File: src/rtl/ram_pattern_tester_if.sv
// rtl/ram_pattern_tester_if.sv - Avalon-MM master/slave bundle for the pattern tester
interface ram_pattern_tester_if #(
    parameter int DATA_W = 32,
    parameter int ADDR_W = 22
);
    logic [ADDR_W-1:0]   avm_address;
    logic                avm_read;
    logic                avm_write;
    logic [DATA_W-1:0]   avm_writedata;
    logic [DATA_W/8-1:0] avm_byteenable;
    logic                avm_waitrequest;
    logic [DATA_W-1:0]   avm_readdata;
    logic                avm_readdatavalid;

    modport master (
        output avm_address, avm_read, avm_write, avm_writedata, avm_byteenable,
        input  avm_waitrequest, avm_readdata, avm_readdatavalid
    );

    modport slave (
        input  avm_address, avm_read, avm_write, avm_writedata, avm_byteenable,
        output avm_waitrequest, avm_readdata, avm_readdatavalid
    );
endinterface

File: src/rtl/ram_pattern_tester.sv
// rtl/ram_pattern_tester.sv - writes an address-derived pattern over a range, reads it back pipelined and compares
module ram_pattern_tester #(
    parameter int DATA_W    = 32,
    parameter int ADDR_W    = 22,
    parameter int MAX_OUTST = 4,
    parameter int ERR_W     = 16
) (
    input  logic                 clk_clk,
    input  logic                 reset_reset_n,
    input  logic                 start,
    input  logic [1:0]           mode,
    input  logic [ADDR_W-1:0]    base_addr,
    input  logic [ADDR_W-1:0]    last_addr,
    output logic                 busy,
    output logic                 done,
    output logic                 pass,
    output logic [ERR_W-1:0]     err_count,
    output logic [ADDR_W-1:0]    first_err_addr,
    output logic [DATA_W-1:0]    first_err_data,
    ram_pattern_tester_if.master avm
);
    localparam int OW = $clog2(MAX_OUTST + 1);

    typedef enum logic [2:0] {S_IDLE, S_WRITE, S_READ, S_DRAIN, S_DONE} state_t;

    state_t            state;
    logic [1:0]        mode_q;
    logic [ADDR_W-1:0] base_q;
    logic [ADDR_W-1:0] last_q;
    logic [ADDR_W-1:0] chk_addr;
    logic [OW-1:0]     outst;

    logic              rd_acc;
    logic              wr_acc;
    logic              ret;
    logic              mismatch;
    logic              read_room;
    logic [OW-1:0]     outst_next;
    logic [ERR_W-1:0]  err_next;

    function automatic logic [DATA_W-1:0] pattern(input logic [1:0] m, input logic [ADDR_W-1:0] a);
        logic [DATA_W+ADDR_W-1:0] ext;
        logic [DATA_W-1:0]        aw;
        ext = {{DATA_W{1'b0}}, a};
        aw  = ext[DATA_W-1:0];
        case (m)
            2'd0:    pattern = aw;
            2'd1:    pattern = DATA_W'(1) << (a % ADDR_W'(DATA_W));
            2'd2:    pattern = a[0] ? {(DATA_W/8){8'h55}} : {(DATA_W/8){8'hAA}};
            default: pattern = ~aw;
        endcase
    endfunction

    // Returns with nothing outstanding are slave protocol errors and are dropped entirely.
    always_comb begin
        rd_acc     = avm.avm_read && !avm.avm_waitrequest;
        wr_acc     = avm.avm_write && !avm.avm_waitrequest;
        ret        = avm.avm_readdatavalid && (outst != '0);
        outst_next = outst + OW'(rd_acc) - OW'(ret);
        mismatch   = ret && (avm.avm_readdata != pattern(mode_q, chk_addr));
        err_next   = (mismatch && (err_count != '1)) ? err_count + ERR_W'(1) : err_count;
        read_room  = outst_next < OW'(MAX_OUTST);
    end

    assign avm.avm_byteenable = (avm.avm_read || avm.avm_write) ? '1 : '0;

    always_ff @(posedge clk_clk or negedge reset_reset_n) begin
        if (!reset_reset_n) begin
            state             <= S_IDLE;
            mode_q            <= '0;
            base_q            <= '0;
            last_q            <= '0;
            chk_addr          <= '0;
            outst             <= '0;
            busy              <= 1'b0;
            done              <= 1'b0;
            pass              <= 1'b0;
            err_count         <= '0;
            first_err_addr    <= '0;
            first_err_data    <= '0;
            avm.avm_address   <= '0;
            avm.avm_read      <= 1'b0;
            avm.avm_write     <= 1'b0;
            avm.avm_writedata <= '0;
        end else begin
            outst     <= outst_next;
            err_count <= err_next;
            if (mismatch && (err_count == '0)) begin
                first_err_addr <= chk_addr;
                first_err_data <= avm.avm_readdata;
            end
            if (ret) chk_addr <= chk_addr + ADDR_W'(1);

            case (state)
                S_IDLE, S_DONE: begin
                    if (start) begin
                        mode_q         <= mode;
                        base_q         <= base_addr;
                        last_q         <= last_addr;
                        chk_addr       <= base_addr;
                        err_count      <= '0;
                        first_err_addr <= '0;
                        first_err_data <= '0;
                        pass           <= 1'b0;
                        done           <= 1'b0;
                        if (last_addr < base_addr) begin
                            state <= S_DONE;
                            done  <= 1'b1;
                            pass  <= 1'b1;
                        end else begin
                            state             <= S_WRITE;
                            busy              <= 1'b1;
                            avm.avm_write     <= 1'b1;
                            avm.avm_address   <= base_addr;
                            avm.avm_writedata <= pattern(mode, base_addr);
                        end
                    end
                end
                S_WRITE: begin
                    if (wr_acc) begin
                        // Range end is found by compare, so an all-ones last address never wraps.
                        if (avm.avm_address == last_q) begin
                            state           <= S_READ;
                            avm.avm_write   <= 1'b0;
                            avm.avm_read    <= 1'b1;
                            avm.avm_address <= base_q;
                        end else begin
                            avm.avm_address   <= avm.avm_address + ADDR_W'(1);
                            avm.avm_writedata <= pattern(mode_q, avm.avm_address + ADDR_W'(1));
                        end
                    end
                end
                S_READ: begin
                    if (rd_acc && (avm.avm_address == last_q)) begin
                        state        <= S_DRAIN;
                        avm.avm_read <= 1'b0;
                    end else if (rd_acc) begin
                        avm.avm_address <= avm.avm_address + ADDR_W'(1);
                        avm.avm_read    <= read_room;
                    end else if (!avm.avm_read) begin
                        avm.avm_read <= read_room;
                    end
                end
                S_DRAIN: begin
                    if (outst_next == '0) begin
                        state <= S_DONE;
                        busy  <= 1'b0;
                        done  <= 1'b1;
                        pass  <= (err_next == '0);
                    end
                end
                default: state <= S_IDLE;
            endcase
        end
    end
endmodule

File: src/flat_wrapper.sv
// flat-port wrapper written by rule: the top's interface ports become plain ports
module ram_pattern_tester_flat 
#(
    parameter int DATA_W    = 32,
    parameter int ADDR_W    = 22,
    parameter int MAX_OUTST = 4,
    parameter int ERR_W     = 16
)
  (clk_clk, reset_reset_n, start, mode, base_addr, last_addr, busy, done, pass, err_count, first_err_addr, first_err_data, avm_avm_address, avm_avm_read, avm_avm_write, avm_avm_writedata, avm_avm_byteenable, avm_avm_waitrequest, avm_avm_readdata, avm_avm_readdatavalid);
  ram_pattern_tester_if #(.DATA_W(DATA_W), .ADDR_W(ADDR_W)) avm_i ();
  input  logic clk_clk;
  input  logic reset_reset_n;
  input  logic start;
  input  logic [1:0] mode;
  input  logic [ADDR_W-1:0] base_addr;
  input  logic [ADDR_W-1:0] last_addr;
  output logic busy;
  output logic done;
  output logic pass;
  output logic [ERR_W-1:0] err_count;
  output logic [ADDR_W-1:0] first_err_addr;
  output logic [DATA_W-1:0] first_err_data;
  output wire logic [$bits(avm_i.avm_address)-1:0] avm_avm_address;
  output wire logic [$bits(avm_i.avm_read)-1:0] avm_avm_read;
  output wire logic [$bits(avm_i.avm_write)-1:0] avm_avm_write;
  output wire logic [$bits(avm_i.avm_writedata)-1:0] avm_avm_writedata;
  output wire logic [$bits(avm_i.avm_byteenable)-1:0] avm_avm_byteenable;
  input wire logic [$bits(avm_i.avm_waitrequest)-1:0] avm_avm_waitrequest;
  input wire logic [$bits(avm_i.avm_readdata)-1:0] avm_avm_readdata;
  input wire logic [$bits(avm_i.avm_readdatavalid)-1:0] avm_avm_readdatavalid;
  assign avm_avm_address = avm_i.avm_address;
  assign avm_avm_read = avm_i.avm_read;
  assign avm_avm_write = avm_i.avm_write;
  assign avm_avm_writedata = avm_i.avm_writedata;
  assign avm_avm_byteenable = avm_i.avm_byteenable;
  assign avm_i.avm_waitrequest = avm_avm_waitrequest;
  assign avm_i.avm_readdata = avm_avm_readdata;
  assign avm_i.avm_readdatavalid = avm_avm_readdatavalid;
  ram_pattern_tester #(.DATA_W(DATA_W), .ADDR_W(ADDR_W), .MAX_OUTST(MAX_OUTST), .ERR_W(ERR_W)) u_core (.clk_clk(clk_clk), .reset_reset_n(reset_reset_n), .start(start), .mode(mode), .base_addr(base_addr), .last_addr(last_addr), .busy(busy), .done(done), .pass(pass), .err_count(err_count), .first_err_addr(first_err_addr), .first_err_data(first_err_data), .avm(avm_i));
endmodule
File: config.mk
export PLATFORM = sky130hd
export DESIGN_NAME = ram_pattern_tester_flat
export DESIGN_NICKNAME = d
export VERILOG_FILES = /design/src/rtl/ram_pattern_tester_if.sv /design/src/rtl/ram_pattern_tester.sv /design/src/flat_wrapper.sv
export SDC_FILE = /design/constraint.sdc
export NUM_CORES = 1
export LEC_CHECK = 0
export CORE_MARGIN = 4
export CORE_UTILIZATION = 59
export DETAILED_ROUTE_END_ITERATION = 6
export GPL_TIMING_DRIVEN = 0
export PLACE_DENSITY = 0.89
export SLEW_MARGIN = 30
export SYNTH_ARGS = -nofsm -noshare
export SYNTH_HDL_FRONTEND = slang
export SYNTH_SLANG_ARGS = --single-unit
export TNS_END_PERCENT = 100
File: constraint.sdc
create_clock -name clk_clk -period 7.7 [get_ports clk_clk]
set_input_delay 1.54 -clock clk_clk [delete_from_list [all_inputs] [get_ports clk_clk]]
set_output_delay 1.54 -clock clk_clk [all_outputs]
set_load 0.1 [all_outputs]
After elaboration in Yosys (flattened, before gate mapping)
Cells that the tools add are included.
{"block": "word_totals", "in_bits": 83, "reg_bits": 203}
{"block": "op_classes", "addsub": 5, "reduce_logical": 29, "n_eq_ne": 20, "n_bitwise": 3, "shifts": 3, "n_lt_le_gt_ge": 2, "n_mux": 57}
{"cell": "32-bit two-way mux", "count": 10}
{"cell": "32-bit case mux with 3 select lines", "count": 3}
{"cell": "22-bit two-way mux", "count": 12}
{"cell": "22-bit inverter with 32-bit output", "count": 3}
{"cell": "1-bit by 5-bit left shift with 32-bit output, first input constant", "count": 3}
{"cell": "22-bit case mux with 3 select lines", "count": 1}
{"cell": "32-bit case mux with 2 select lines", "count": 1}
{"cell": "16-bit two-way mux", "count": 3}
{"cell": "22-bit by 1-bit adder with 22-bit output, second input constant", "count": 2}
{"cell": "16-bit zero test", "count": 2}
{"cell": "32-bit != test", "count": 1}
{"cell": "22-bit == test", "count": 1}
{"cell": "22-bit less-than comparator", "count": 1}
{"cell": "3-bit two-way mux", "count": 6}
{"cell": "16-bit by 1-bit adder with 16-bit output, second input constant", "count": 1}
{"cell": "16-bit != test, second input constant", "count": 1}
{"cell": "5-bit AND reduction", "count": 3}
{"cell": "1-bit two-way mux", "count": 14}
{"cell": "3-bit case mux with 4 select lines", "count": 1}
{"cell": "2-bit by 1-bit != test with 1-bit output, second input constant", "count": 5}
{"cell": "1-bit case mux with 2 select lines", "count": 5}
{"cell": "2-bit != test, second input constant", "count": 4}
{"cell": "1-bit logical AND", "count": 7}
{"cell": "3-bit by 2-bit == test with 1-bit output, second input constant", "count": 2}
{"cell": "other kinds (19)", "count": 27}

Logic depth before layout (Yosys ltp)
{"block": "depth", "depth_word": 9, "mapped_depth": 16}

Worst setup path before layout
OpenSTA, ideal clock, no wires.
{"block": "synth_path", "kind": "input to register", "startpoint": "input port avm_avm_readdatavalid", "endpoint": "register u_core.first_err_data[11]", "path_slack_ns": 3.028, "setup_time_ns": 0.132, "cell_stages": 16, "required_time_ns": 7.568, "path_buffers": 3, "arrival_ns": 4.541, "cell_sequence": "o31ai_1 -> inv_1 -> ha_1 -> inv_1 -> ha_1 -> inv_1 -> fa_1 -> xnor2_1 -> xnor2_1 -> nor3_1 -> o22ai_1 -> nor3_1 -> clkbuf_1 -> clkbuf_1 -> clkbuf_1 -> nor2_1"}
{"block": "synth_between", "elab_chain_len": 6}
{"item": "start: declaration", "line_no": "flat_wrapper.sv:30", "text": "input wire logic [$bits(avm_i.avm_readdatavalid)-1:0] avm_avm_readdatavalid;"}
{"item": "1-bit logical AND (*)", "line_no": "ram_pattern_tester.sv:58", "text": "ret = avm.avm_readdatavalid && (outst != '0);"}
{"item": "1-bit logical AND (*)", "line_no": "ram_pattern_tester.sv:60", "text": "mismatch = ret && (avm.avm_readdata != pattern(mode_q, chk_addr));"}
{"item": "1-bit logical AND (*)", "line_no": "ram_pattern_tester.sv:88", "text": "if (mismatch && (err_count == '0)) begin"}
{"item": "32-bit two-way mux (*)", "line_no": "ram_pattern_tester.sv:88"}
{"item": "32-bit two-way mux", "line_no": "ram_pattern_tester.sv:96", "text": "if (start) begin"}
{"item": "32-bit two-way mux (*)", "line_no": "ram_pattern_tester.sv:94", "text": "case (state)"}
{"item": "end signal: assignment", "line_no": "ram_pattern_tester.sv:90", "text": "first_err_data <= avm.avm_readdata;"}
{"item": "end: declaration", "line_no": "ram_pattern_tester.sv:19", "text": "output logic [DATA_W-1:0] first_err_data,"}
Mark *: on every way between the ends. The rest lies on a longest branch, timed or not.
A chain may end at the register's enable or synchronous reset.

Worst setup path in the final report
{"block": "layout_path", "startpoint": "input port avm_avm_readdatavalid", "endpoint": "register u_core.first_err_data[20]"}
Same word-level chain as after synthesis.

==> metrics.txt <==
# TYPE chip_impl_metric gauge
chip_impl_info{name="run_status",value="complete, no violations"} 1
chip_impl_metric{name="num_io_pins",unit=""} 216
chip_impl_metric{name="clock_insertion_delay_worst_skew",unit="ps"} 540
chip_impl_metric{name="globalRouteOverflowTotal",unit=""} 0
chip_impl_metric{name="synth-warning-count",unit=""} 0
chip_impl_info{name="startpoint_type",value="primary input"} 1
chip_impl_info{name="hp-class",value="reg -> reg"} 1
chip_impl_metric{name="timing.max_cap.violations",unit=""} 0
chip_impl_metric{name="start_util",unit="%"} 60.0
chip_impl_metric{name="max_stage_delay",unit="ps"} 680
chip_impl_metric{name="cts-htree-levels",unit=""} 1
chip_impl_metric{name="gp_congestion",unit=""} 1.01
chip_impl_metric{name="post_cts.repair.setup_buffers",unit=""} 0
chip_impl_info{name="grt_setup_unrepaired",value="no"} 1
chip_impl_metric{name="report.final.hold_viol_count",unit=""} 0
chip_impl_metric{name="synth-compound-area-share",unit="%"} 18.0
chip_impl_metric{name="synth_edf_count",unit=""} 0
chip_impl_metric{name="die_w",unit="µm"} 157
chip_impl_metric{name="critPathMaxFanout",unit=""} 10
chip_impl_metric{name="drt_first_iter_violations",unit=""} 1809
chip_impl_metric{name="area_delta_synth_final",unit="%"} 25.4
chip_impl_info{name="synth_top_flop_cell",value="dfrtp_1"} 1
chip_impl_metric{name="synth.distinct_cells",unit=""} 71
chip_impl_metric{name="antenna_cells",unit=""} 0
chip_impl_metric{name="tritoncts.num_buffers",unit=""} 23
chip_impl_metric{name="required_time_worst_endpoint",unit="ps"} 8090
chip_impl_metric{name="drt-vias-per-instance",unit=""} 6.51
chip_impl_metric{name="routed-via-count",unit=""} 13700
chip_impl_metric{name="final-setup-viol-count",unit=""} 0
chip_impl_metric{name="grt_max_degree",unit=""} 86
chip_impl_metric{name="path_clk_slew",unit="ps"} 60
chip_impl_metric{name="cts_hold_repair.buffers",unit=""} 0
chip_impl_info{name="synth_top_family_by_area",value="simple AND/OR/NAND/NOR gates"} 1
chip_impl_metric{name="ys_seq_elements",unit=""} 203
chip_impl_metric{name="cp_data_arrival_time",unit="ps"} 6640
chip_impl_info{name="cp_cell_sequence",value="clkdlybuf4s50_1 -> o31ai_2 -> inv_1 -> ha_1 -> inv_1 -> ha_1 -> inv_1 -> fa_1 -> xnor2_1 -> xnor2_1 -> nor3_1 -> o22ai_1 -> nor3_1 -> clkbuf_1 -> clkbuf_1 -> clkbuf_1 -> nor2_1"} 1
chip_impl_metric{name="fin_crit_sh",unit="%"} 81.1
chip_impl_metric{name="coreArea",unit="mm²"} 0.0218
chip_impl_metric{name="io_buffers",unit=""} 212
chip_impl_metric{name="finalInstanceArea",unit="mm²"} 0.0164
chip_impl_metric{name="cts_num_sinks",unit=""} 203
chip_impl_metric{name="syn_nets",unit=""} 1694
chip_impl_info{name="cpMaxStageDelayCell",value="clkbuf_1"} 1
chip_impl_metric{name="grt_first_pass_wirelength",unit="µm"} 76000
chip_impl_metric{name="design.final.nets",unit=""} 1933
chip_impl_metric{name="report.final.slew_viol_count",unit=""} 0
chip_impl_info{name="path_class",value="in -> reg"} 1
chip_impl_metric{name="ys_seq_area_share",unit="%"} 38.9
chip_impl_metric{name="post_route_cells_drive_above_1_share",unit="%"} 4.75
chip_impl_metric{name="post_drt_wl_per_cell",unit="µm"} 23.6
chip_impl_metric{name="dpl.hpwl",unit="µm"} 36700
chip_impl_metric{name="firstDrtPassIters",unit=""} 7
chip_impl_metric{name="slew_headroom",unit="%"} 30.8
chip_impl_metric{name="synth-async-reset-ratio",unit="%"} 100
chip_impl_metric{name="netlist_instances",unit=""} 1574
chip_impl_metric{name="grt_antenna_before_repair",unit=""} 0
chip_impl_metric{name="final.hold.worst_slack",unit="ps"} 475
chip_impl_metric{name="dieArea",unit="mm²"} 0.0246
chip_impl_metric{name="final.min_clock_period",unit="ps"} 6250
chip_impl_metric{name="worst_slew_pin_slew",unit="ps"} 1030
chip_impl_metric{name="vdd.ir_drop.worst",unit="mV"} 0.388
chip_impl_metric{name="leakagePower",unit="nW"} 7.12
chip_impl_metric{name="post_synth_and_or_nand_nor_area_fraction",unit="%"} 21.4
chip_impl_metric{name="synthXorXnorAreaFrac",unit="%"} 7.18
chip_impl_metric{name="aggregate_negative_setup_slack",unit="ps"} 0
chip_impl_metric{name="post_synth_fa_ha_maj_area_fraction",unit="%"} 3.61
chip_impl_metric{name="num_rows",unit=""} 54
chip_impl_metric{name="post_synth.cell_area_avg",unit="µm²"} 8.29
chip_impl_metric{name="clockBufferDepth",unit=""} 3
chip_impl_metric{name="synth_mux_area_share",unit="%"} 5.52
chip_impl_metric{name="totalWireLength",unit="µm"} 49900
chip_impl_metric{name="groute.usage.overall",unit="%"} 39.6
chip_impl_metric{name="syn-cell-area",unit="mm²"} 0.0130
chip_impl_metric{name="postCtsResizedCells",unit=""} 0
chip_impl_info{name="critPathCaptureType",value="register"} 1
chip_impl_metric{name="reg2reg_slack",unit="ps"} 2000
chip_impl_metric{name="power-per-cell-area",unit="mW/mm²"} 276
chip_impl_metric{name="detail-route-antenna-nets",unit=""} 0
chip_impl_info{name="tritoncts_clock_tree",value="built"} 1
chip_impl_metric{name="max_freq",unit="MHz"} 160
chip_impl_metric{name="placedInstanceArea",unit="mm²"} 0.0156
chip_impl_info{name="buffer_type_at_the_clock_tree_root",value="clkbuf_16"} 1
chip_impl_metric{name="drc",unit=""} 0
chip_impl_metric{name="skew",unit="ps"} 23.7
chip_impl_metric{name="first_global_vias",unit=""} 13400
chip_impl_metric{name="die_h",unit="µm"} 157
[per-layer routing]
layer	track usage (%)	share of wire (%)	vias up
met2	62.6	45	967
met1	52.4	38	6596
met3	10.6	12	178
met4	15.1	4.5	0
li1	-	-	5986
met5	0	0	-
[area by class of cell]
cell class | count | area [µm²]
inverter | 58 | 218
tap | 280 | 350
clock inverter | 9 | 95.1
fill | 1565 | 5400
buffer | 112 | 492
timing repair buffer | 214 | 2180
multi-input combinational | 1201 | 7270
sequential | 203 | 5080
clock buffer | 33 | 673
[cell usage after synthesis (all sizes together) (3+ instances only)]
| cell | count | share of area (%) |
|---|---|---|
| nand2 | 250 | 7.2 |
| dfrtp | 203 | 39 |
| nor2 | 193 | 5.6 |
| o21ai | 97 | 3.7 |
| a21oi | 90 | 3.5 |
| clkbuf | 74 | 2.1 |
| mux2i | 72 | 5.5 |
| xnor2 | 65 | 4.4 |
| inv | 57 | 1.6 |
| xor2 | 42 | 2.8 |
| buf | 38 | 1.6 |
| ha | 36 | 3.5 |
| nand3 | 35 | 1.3 |
| nand4 | 30 | 1.4 |
| nor3 | 29 | 1.1 |
| o31ai | 29 | 1.7 |
| a211oi | 25 | 1.4 |
| a221oi | 22 | 1.5 |
| and3 | 16 | 0.77 |
| nand2b | 15 | 0.72 |
| a21o | 12 | 0.69 |
| a31oi | 11 | 0.58 |
| nor4 | 11 | 0.58 |
| nor2b | 9 | 0.43 |
| a22o | 8 | 0.54 |
| a221o | 7 | 0.54 |
| or2 | 7 | 0.34 |
| or3 | 7 | 0.34 |
| a2111oi | 6 | 0.40 |
| o211ai | 6 | 0.35 |
| a41o | 5 | 0.38 |
| and4 | 5 | 0.34 |
| nand3b | 5 | 0.29 |
| o221ai | 5 | 0.34 |
| o22ai | 5 | 0.24 |
| a311oi | 4 | 0.27 |
| and2 | 4 | 0.19 |
| a21boi | 3 | 0.17 |
| a22oi | 3 | 0.17 |
[cell families after synthesis]
kind of cell,Yosys count
compound gates,359
xor+xnor,107
fa+ha+maj,37
buf+inv,170
flops,203
mux,72
simple gates,626
[cell usage in the layout, fill, tap and decap left out, drive strengths merged, types with 29 or more instances in the layout]
cell type	count
nand2	250
o21ai	97
nand4	30
ha	36
clkbuf	107
clkdlybuf4s50	211
mux2i	72
nor2	193
xor2	42
xnor2	65
buf	41
dfrtp	203
a21oi	90
o31ai	29
inv	58
nand3	35
nor3	29
[report_power, final]
group / internal (mW) / total (mW) / switching [mW]
clock: 0.647 / 1.12 / 0.473
sequential: 1.21 / 1.34 / 0.127
combinational: 0.550 / 2.06 / 1.51
[path summary, 6_finish.rpt]
check | startpoint | endpoint | cells past startpoint
max | avm_avm_readdatavalid | u_core.first_err_data[20] | 17
min | u_core.avm.avm_writedata[11] | u_core.avm.avm_writedata[11] | 2
max reg2reg | u_core.outst[2] | u_core.first_err_data[20] | 16
min reg2reg | u_core.avm.avm_writedata[11] | u_core.avm.avm_writedata[11] | 2
max in group asynchronous | reset_reset_n | u_core.err_count[6] | 3
min in group asynchronous | reset_reset_n | u_core.avm.avm_writedata[13] | 1
[per-stage QoR]
step                power [mW]  utilization, %  instances  worst slack [ps]
CTS                       4.49            75.2       2110              1630
finish                    4.52            75.2       2110              1450
floorplan                 2.80               -       1574              3030
detailed placement        3.37            71.6       2068              1170
global placement          3.32            71.3       2066             -3200
global route              4.68            75.2       2110              1180
[worst max-delay path, delay by kind of cell]
kind / cells / cell delay (ps)
fa+ha+maj: 3 / 890
compound gates: 2 / 440
buf+inv: 7 / 2610
simple gates: 3 / 760
xor+xnor: 2 / 390
[state kept, by name, summed over array words and instances, names as in the netlist, 16 cells and up]
register / count
u_core.chk_addr: 22
u_core.first_err_data: 32
u_core.base_q: 22
u_core.avm.avm_writedata: 32
u_core.first_err_addr: 22
u_core.last_q: 22
u_core.err_count: 16
u_core.avm.avm_address: 22
No activity file was read; power rests on OpenSTA's default activity.
==> RTL change: new RTL, config.mk and constraints unchanged <==
Add an input register stage for `mode`, cleared by the reset; this delays it by one clock. The other inputs are not delayed to match.
--- a/src/rtl/ram_pattern_tester.sv
+++ b/src/rtl/ram_pattern_tester.sv
@@ -24,2 +24,12 @@
     typedef enum logic [2:0] {S_IDLE, S_WRITE, S_READ, S_DRAIN, S_DONE} state_t;
+
+    logic [1:0] mode_r;
+
+    always_ff @(posedge clk_clk or negedge reset_reset_n) begin
+        if (!reset_reset_n) begin
+            mode_r <= '0;
+        end else begin
+            mode_r <= mode;
+        end
+    end
 
@@ -96,3 +106,3 @@
                     if (start) begin
-                        mode_q         <= mode;
+                        mode_q         <= mode_r;
                         base_q         <= base_addr;
@@ -114,3 +124,3 @@
                             avm.avm_address   <= base_addr;
-                            avm.avm_writedata <= pattern(mode, base_addr);
+                            avm.avm_writedata <= pattern(mode_r, base_addr);
                         end
Check against the original RTL: not equivalent (Yosys sat finds a counterexample within 4 cycles, from zero or initial values and one cycle with reset_reset_n low).
==> RTL change against the original RTL <==
  * The flow now finishes with violations (DRC)
  * Synthesized area increased by 3.1%
  * Non-clock buffer count is 6 lower
  * Clock skew grew 0.0043 ns
  * Setup slack improved by 0.90 ns
  * Wire length down 1.3%
  * Maximum frequency is 17% higher
  * Sequential cell count increased by 2
  * Cell area rose by 2.6%
  * Final cell count rose by 0.85%
  * Critical path type unchanged
  * Critical endpoint is now u_core.avm.avm_writedata[19]$_DFFE_PN0P_
  * Largest cell class unchanged
Power is not compared: it rests on default switching activity, and its combinational part moved more than twofold at a synthesized area within 25%.
==> RTL change: results (changes against the original RTL) <==
GRT
The pin count of the biggest net entering global routing was 82 (-4.7%). The met1 routing resource usage after global routing is 0.5195 (-0.004307). The via count of the first global-routing pass was 13517 (+0.86%). The global-route wire length before repair came to 76.21 mm (+0.28%). The global routing met3 resource utilization is 0.08801 (-0.01846). The overall global routing resource usage is 0.3753 (-0.02076).

Status
The flow ran to the end, but the final reports show violations. The checks that failed: DRC.

Route
The total routed wirelength is 49.27 mm (-1.3%). The count of unresolved DRC violations after routing is 1 (+1). The met2 layer wire length in the routed design is 21.81 mm (-3.2%). The routed metal-1 wirelength is 19.53 mm (+2.6%). The via-per-instance ratio is 6.487 (-0.29%).

Final layout
The proportion of layout cells with a drive suffix above 1 is 0.08013 (+0.03259). The clock buffer instance count of the final layout came to 30 (-9.1%). The buffering overhead is 0.1596 (-0.003870).

Place
The placed instance count is 2083 (+0.73%). The HPWL reported at the end of detailed placement came to 36.91 mm (+0.54%). The worst slack at placement is 1.996 ns (+0.8233 ns).

Critical path
The startpoint identified for the worst register-to-register timing path is u_core.chk_addr[2]$_DFF_PN0_. In this run the critical register-to-register path is captured at u_core.first_err_data[12]$_DFF_PN0_. The worst reg-to-reg path cell count is 17 (+1).

Logic synthesis
Ranked by instance count, the synthesized netlist is headed by 262 x sky130_fd_sc_hd__nand2_1, 205 x sky130_fd_sc_hd__dfrtp_1, 168 x sky130_fd_sc_hd__nor2_1. The count of unique library cells instantiated by Yosys is 79 (+11%). The post-synthesis net count is 1709 (+0.89%). The post-synthesis share of cell area spent on full adders, half adders and majority gates is 0.03497 (-0.001090).

Worst hold path
The source of the worst hold timing path is u_core.base_q[8]$_DFFE_PN0P_. The worst hold path terminates at u_core.base_q[8]$_DFFE_PN0P_.
-- RTL change: critical path, cell delays in order --
cell                       delay [ns]
sky130_fd_sc_hd__clkbuf_1        0.48
sky130_fd_sc_hd__inv_1           0.32
sky130_fd_sc_hd__ha_1            0.37
sky130_fd_sc_hd__a21o_1          0.11
sky130_fd_sc_hd__a21o_1          0.12
sky130_fd_sc_hd__a21o_1          0.11
sky130_fd_sc_hd__a21o_1          0.11
sky130_fd_sc_hd__a21oi_1         0.08
sky130_fd_sc_hd__o31ai_1         0.26
sky130_fd_sc_hd__a211o_1         0.41
sky130_fd_sc_hd__nand2b_1        0.13
sky130_fd_sc_hd__a21oi_1         0.76
sky130_fd_sc_hd__clkbuf_1        0.52
sky130_fd_sc_hd__mux2_2          0.41
-- RTL change: stage by stage --
step | TNS, ns | hold WS (ns)
after floorplan | 0 | 0.4405
after global placement | -652.98 | 0.4614
after detailed placement | 0 | 0.4661
after CTS | 0 | 0.4826
after global routing | 0 | 0.5092
final | 0 | 0.4873
